**src/rtl/gray_sweep_sequencer_if.sv**
```systemverilog
// Output stream of the Gray sweep sequencer: one (binary, Gray) pair per
// accepted valid/ready beat.
interface gray_sweep_sequencer_if #(
    parameter int WIDTH = 4
);
    logic             out_valid;
    logic             out_ready;
    logic [WIDTH-1:0] bin_out;
    logic [WIDTH-1:0] gray_out;

    modport master (
        output out_valid,
        output bin_out,
        output gray_out,
        input  out_ready
    );

    modport slave (
        input  out_valid,
        input  bin_out,
        input  gray_out,
        output out_ready
    );
endinterface

```
**src/rtl/gray_sweep_sequencer.sv**
```systemverilog
// Walks bin_out from a latched first code to a latched last code (with wrap),
// emitting registered Gray codes and flagging any non-unit-distance Gray step.
//
// state   | meaning
// --------+--------------------------------------------------------------
// ST_IDLE | waiting for start; outputs quiet, count/adj_err hold last sweep
// ST_RUN  | presenting bin_out/gray_out, advancing on each accepted beat
// ST_DONE | one-cycle done pulse after the last beat, then back to idle
module gray_sweep_sequencer #(
    parameter int WIDTH = 4
) (
    input  logic                   clk,
    input  logic                   rst_n,
    input  logic                   start,
    input  logic [WIDTH-1:0]       first,
    input  logic [WIDTH-1:0]       last,
    input  logic                   abort,
    gray_sweep_sequencer_if.master sif,
    output logic                   busy,
    output logic                   done,
    output logic [WIDTH:0]         count,
    output logic                   adj_err
);

    typedef enum logic [1:0] {
        ST_IDLE,
        ST_RUN,
        ST_DONE
    } state_t;

    localparam logic [WIDTH-1:0] BIN_ONE = {{(WIDTH-1){1'b0}}, 1'b1};
    localparam logic [WIDTH:0]   CNT_ONE = {{WIDTH{1'b0}}, 1'b1};

    state_t           state_q;
    state_t           state_d;
    logic [WIDTH-1:0] last_q;
    logic [WIDTH-1:0] bin_q;
    logic [WIDTH-1:0] gray_q;
    logic [WIDTH-1:0] prev_gray_q;
    logic [WIDTH:0]   count_q;
    logic             adj_err_q;

    logic             xfer;
    logic             at_last;
    logic [WIDTH-1:0] bin_inc;
    logic [WIDTH-1:0] gray_diff;
    logic             step_ok;

    assign xfer      = (state_q == ST_RUN) && sif.out_ready;
    assign at_last   = (bin_q == last_q);
    assign bin_inc   = bin_q + BIN_ONE;
    assign gray_diff = gray_q ^ prev_gray_q;
    // Exactly one bit set: non-zero and clearing the lowest set bit leaves zero.
    assign step_ok   = (gray_diff != '0) && ((gray_diff & (gray_diff - BIN_ONE)) == '0);

    always_ff @(posedge clk) begin
        if (!rst_n) begin
            state_q <= ST_IDLE;
        end else begin
            state_q <= state_d;
        end
    end

    always_comb begin
        state_d = state_q;
        case (state_q)
            ST_IDLE: begin
                if (start) begin
                    state_d = ST_RUN;
                end
            end
            ST_RUN: begin
                // abort outranks the last-beat exit so no done pulse follows it
                if (abort) begin
                    state_d = ST_IDLE;
                end else if (xfer && at_last) begin
                    state_d = ST_DONE;
                end
            end
            ST_DONE: begin
                state_d = ST_IDLE;
            end
            default: begin
                state_d = ST_IDLE;
            end
        endcase
    end

    always_ff @(posedge clk) begin
        if (!rst_n) begin
            last_q      <= '0;
            bin_q       <= '0;
            gray_q      <= '0;
            prev_gray_q <= '0;
            count_q     <= '0;
            adj_err_q   <= 1'b0;
        end else begin
            case (state_q)
                ST_IDLE: begin
                    if (start) begin
                        last_q    <= last;
                        bin_q     <= first;
                        gray_q    <= first ^ (first >> 1);
                        count_q   <= '0;
                        adj_err_q <= 1'b0;
                    end
                end
                ST_RUN: begin
                    if (xfer) begin
                        count_q     <= count_q + CNT_ONE;
                        prev_gray_q <= gray_q;
                        // The first beat of a sweep has no predecessor to compare with.
                        if ((count_q != '0) && !step_ok) begin
                            adj_err_q <= 1'b1;
                        end
                        if (!at_last) begin
                            bin_q  <= bin_inc;
                            gray_q <= bin_inc ^ (bin_inc >> 1);
                        end
                    end
                end
                default: begin
                end
            endcase
        end
    end

    assign sif.out_valid = (state_q == ST_RUN);
    assign sif.bin_out   = bin_q;
    assign sif.gray_out  = gray_q;
    assign busy          = (state_q == ST_RUN);
    assign done          = (state_q == ST_DONE);
    assign count         = count_q;
    assign adj_err       = adj_err_q;

endmodule

```
**src/flat_wrapper.sv**
```systemverilog
// flat-port wrapper written by rule: the top's interface ports become plain ports
module gray_sweep_sequencer_flat 
#(
    parameter int WIDTH = 4
)
  (clk, rst_n, start, first, last, abort, busy, done, count, adj_err, sif_out_valid, sif_bin_out, sif_gray_out, sif_out_ready);
  gray_sweep_sequencer_if #(.WIDTH(WIDTH)) sif_i ();
  input  logic clk;
  input  logic rst_n;
  input  logic start;
  input  logic [WIDTH-1:0] first;
  input  logic [WIDTH-1:0] last;
  input  logic abort;
  output logic busy;
  output logic done;
  output logic [WIDTH:0] count;
  output logic adj_err;
  output wire logic [$bits(sif_i.out_valid)-1:0] sif_out_valid;
  output wire logic [$bits(sif_i.bin_out)-1:0] sif_bin_out;
  output wire logic [$bits(sif_i.gray_out)-1:0] sif_gray_out;
  input wire logic [$bits(sif_i.out_ready)-1:0] sif_out_ready;
  assign sif_out_valid = sif_i.out_valid;
  assign sif_bin_out = sif_i.bin_out;
  assign sif_gray_out = sif_i.gray_out;
  assign sif_i.out_ready = sif_out_ready;
  gray_sweep_sequencer #(.WIDTH(WIDTH)) u_core (.clk(clk), .rst_n(rst_n), .start(start), .first(first), .last(last), .abort(abort), .sif(sif_i), .busy(busy), .done(done), .count(count), .adj_err(adj_err));
endmodule
```
**config.mk**
```make
export PLATFORM = sky130hd
export DESIGN_NAME = gray_sweep_sequencer_flat
export DESIGN_NICKNAME = d
export VERILOG_FILES = /design/src/rtl/gray_sweep_sequencer_if.sv /design/src/rtl/gray_sweep_sequencer.sv /design/src/flat_wrapper.sv
export SDC_FILE = /design/constraint.sdc
export NUM_CORES = 1
export LEC_CHECK = 0
export ABC_AREA = 0
export CAP_MARGIN = 10
export CORE_MARGIN = 4
export CORE_UTILIZATION = 52
export CTS_CLUSTER_SIZE = 14
export DETAILED_ROUTE_END_ITERATION = 12
export PLACE_DENSITY = 0.83
export SLEW_MARGIN = 20
export SYNTH_ARGS = -nofsm -noshare
export SYNTH_HDL_FRONTEND = slang
export SYNTH_SLANG_ARGS = --single-unit
```
**constraint.sdc**
```tcl
create_clock -name clk -period 4.15 [get_ports clk]
set_input_delay 1.0375 -clock clk [delete_from_list [all_inputs] [get_ports clk]]
set_output_delay 1.0375 -clock clk [all_outputs]
set_load 0.1 [all_outputs]
```
==> qor.txt <==
Mapped Cells: 149
final setup fails: 0
initial antenna violation count: 0
Worst-path clk slew: 0.13 ns
Cell Area, Synth: 1272 um2
Buf/Inv on CP: 1
largest net degree at the start of global routing: 18
1st-pass router iterations: 4
Slew Limit Headroom: 35.20%
TNS Setup: 0 ns
Worst Max-Slew Pin Slew: 0.9690 ns
Routed WL: 2.687 mm
r2r startpoint: u_core.state_q[1]$_SDFFE_PN0P_
Pwr Total: 0.5538 mW
DP Area: 1538 um2
TritonCTS Sinks: 23
Final Max Tran Viols: 0
clk root buf: clkbuf_4
synthesis-to-finish area growth: 23.01%
Post-synth top cells: nand2_1, dfxtp_1, nor2_1, a21oi_1, xor2_1
Startpoint Class: flop
reg2reg end: u_core.sif.bin_out[1]$_SDFFE_PN0P_
# diodes: 0
TritonCTS clock tree: built
via count: 1077
max cap viols: 0
Seq cells post-synth: 23
total die area: 3302 um2
Initial Util: 55.91%
family with the most delay on the worst path: buffers and inverters
IO Pins: 30
total track usage: 17.02%
Pwr Density: 353.8 nW/um2
post-detailed-placement half-perimeter wirelength: 2.042 mm
CP Max Fanout: 8
Post-synth top flop: dfxtp_1
nets: 190
Util after Layout: 68.77%
leakage power figure: 0.6324 nW
maximum VDD drop: 0.0002472 V
via/cell ratio: 5.358
first-pass GRT wire length: 4.416 mm
final RePlAce weighted congestion: 0.8661
Worst Hold Depth: 2
IO buf count: 29
Avg WL per Cell: 13.37 um
count of cell types in the netlist: 37
CP peak stage delay: 1.20 ns
Worst-Skew Late Latency: 0.32 ns
Min Clock Period, post-route: 3.072 ns
Placed Instances: 197
top cell type by total area after synthesis: dfxtp_1
YS warnings: 0
TritonCTS Buffers: 3
post-route ant nets: 0
DRC: 0
setup slack after layout: 1.078 ns
r2r setup slk: 1.85 ns
Fmax: 325.6 MHz
critical path arrival: 2.03 ns
Critical Setup Path Class: reg2out
Fin Hold WS: 0.4831 ns
chip height: 57.47 um
Setup WS pre-CTS: 1.414 ns
total nets after synthesis: 165
hold buffers post-CTS: 0
Synth area leaders: dfxtp_1, xor2_1, nand2_1
Crit path required time: 3.11 ns
Final Skew: 0.006586 ns
critical-path cell list: clkdlybuf4s50_1
total core area: 2276 um2
Hold Path Class: reg2reg
chip width: 57.47 um
critical path capture point type: output pin
RSZ-0062 raised after global routing: false
hold endpoint: u_core.adj_err$_SDFFE_PN0P_
Starting DRT DRC Count: 30
Final Hold Fails: 0
asr flop ratio synth: 0%
hold path start: u_core.adj_err$_SDFFE_PN0P_
Design Area, Final: 1565 um2
# fillers: 185
cells on worst reg2reg path: 6
Crit-path slowest cell: clkdlybuf4s50_1
# H-tree levels: 1
register area share after synthesis: 36.18%
Setup Buffers After CTS: 0
Tcrit/Tclk final: 74.02%
vias in the first global route: 1007
Post-synth EDFFs: 0
status: complete, no violations
fin cells: 201
maximum clock insertion buffer count: 2
post-synth top area share: 36.18%
proportion of layout cells with a drive suffix above 1: 8.671%
most frequent cell after synthesis: nand2_1
Avg Cell Area, Syn: 8.540 um2
Post-CTS Resized: 0
grt ovf: 0
Rows: 17
## cell families after synthesis
kind of cell	share of synthesized area, %
buffers and inverters	5.801
adders and majority gates	2.950
xor gates and xnor gates	14.75
and+or+nand+nor	20.65
muxes	5.507
AOI/OAI and AO/OA	14.16
DFF	36.18
## final cells by class
type | count | area (um2) | share of cell area [%]
flip-flops and latches | 23 | 460.4 | 29.42
multi-input cells | 112 | 738.2 | 47.16
clock buffers | 3 | 22.52 | 1.439
well taps | 28 | 35.03 | 2.238
repair buffers | 29 | 285.3 | 18.23
clock inverters | 1 | 5.005 | 0.3197
inverters | 5 | 18.77 | 1.199
## routing by layer
layer | vias up | track usage, % | part of all wire (%)
li1 | 547 | - | -
met1 | 494 | 20.58 | 43
met2 | 32 | 29.03 | 50
met3 | 4 | 2.941 | 6.1
met4 | 0 | 7.947 | 1.6
met5 | - | 0 | 0
## registers in the layout, summed over array words and instances (netlist names)
register             count
u_core.last_q            4
u_core.sif.gray_out      4
u_core.count             5
u_core.state_q           2
u_core.adj_err           1
u_core.sif.bin_out       3
u_core.prev_gray_q       4
## how the worst max path moves through the flow
stage                                         from                             endpoint  slack [ns]  cells after the start
2_1_floorplan       u_core.state_q[1]$_SDFFE_PN0P_                                 done        1.39                      1
3_3_place_gp   u_core.sif.gray_out[3]$_SDFFE_PN0P_                      sif_gray_out[3]        1.45                      1
3_5_place_dp                         sif_out_ready  u_core.sif.gray_out[3]$_SDFFE_PN0P_        1.41                      5
4_1_cts        u_core.sif.gray_out[3]$_SDFFE_PN0P_                       sif_bin_out[3]        1.07                      1
5_1_grt        u_core.sif.gray_out[3]$_SDFFE_PN0P_                       sif_bin_out[3]        1.00                      1
6_report       u_core.sif.gray_out[3]$_SDFFE_PN0P_                       sif_bin_out[3]        1.08                      1
## layout by cell type, fill, tap and decap left out
cell type	instances
and2_1	1
nor2_1	13
a21bo_2	1
clkdlybuf4s50_1	27
xnor3_1	1
xnor2_1	6
o31ai_1	1
nand2b_1	4
nor2b_1	1
a311oi_1	1
clkinv_2	1
o41ai_1	1
o21ai_0	4
xnor2_2	1
a211oi_1	2
or2_0	1
nor4_2	1
nor4_1	1
nand3_1	5
buf_4	2
mux2i_1	7
a21oi_2	1
xor2_1	11
nand2b_4	1
inv_1	4
nand2_2	1
a21oi_1	12
o21ai_2	1
clkbuf_4	3
a31o_2	1
nand4_1	2
dfxtp_1	23
ha_1	3
nand2_1	25
clkinv_1	1
o2111ai_1	1
a311oi_2	1
## power breakdown
group          leakage [nW]  total [mW]  internal, mW  switching (mW)
logic                 0.427       0.198        0.0654           0.133
registers             0.188       0.249         0.233          0.0159
clock network        0.0177       0.107        0.0361          0.0707
Power figures use the tool's default switching activity.
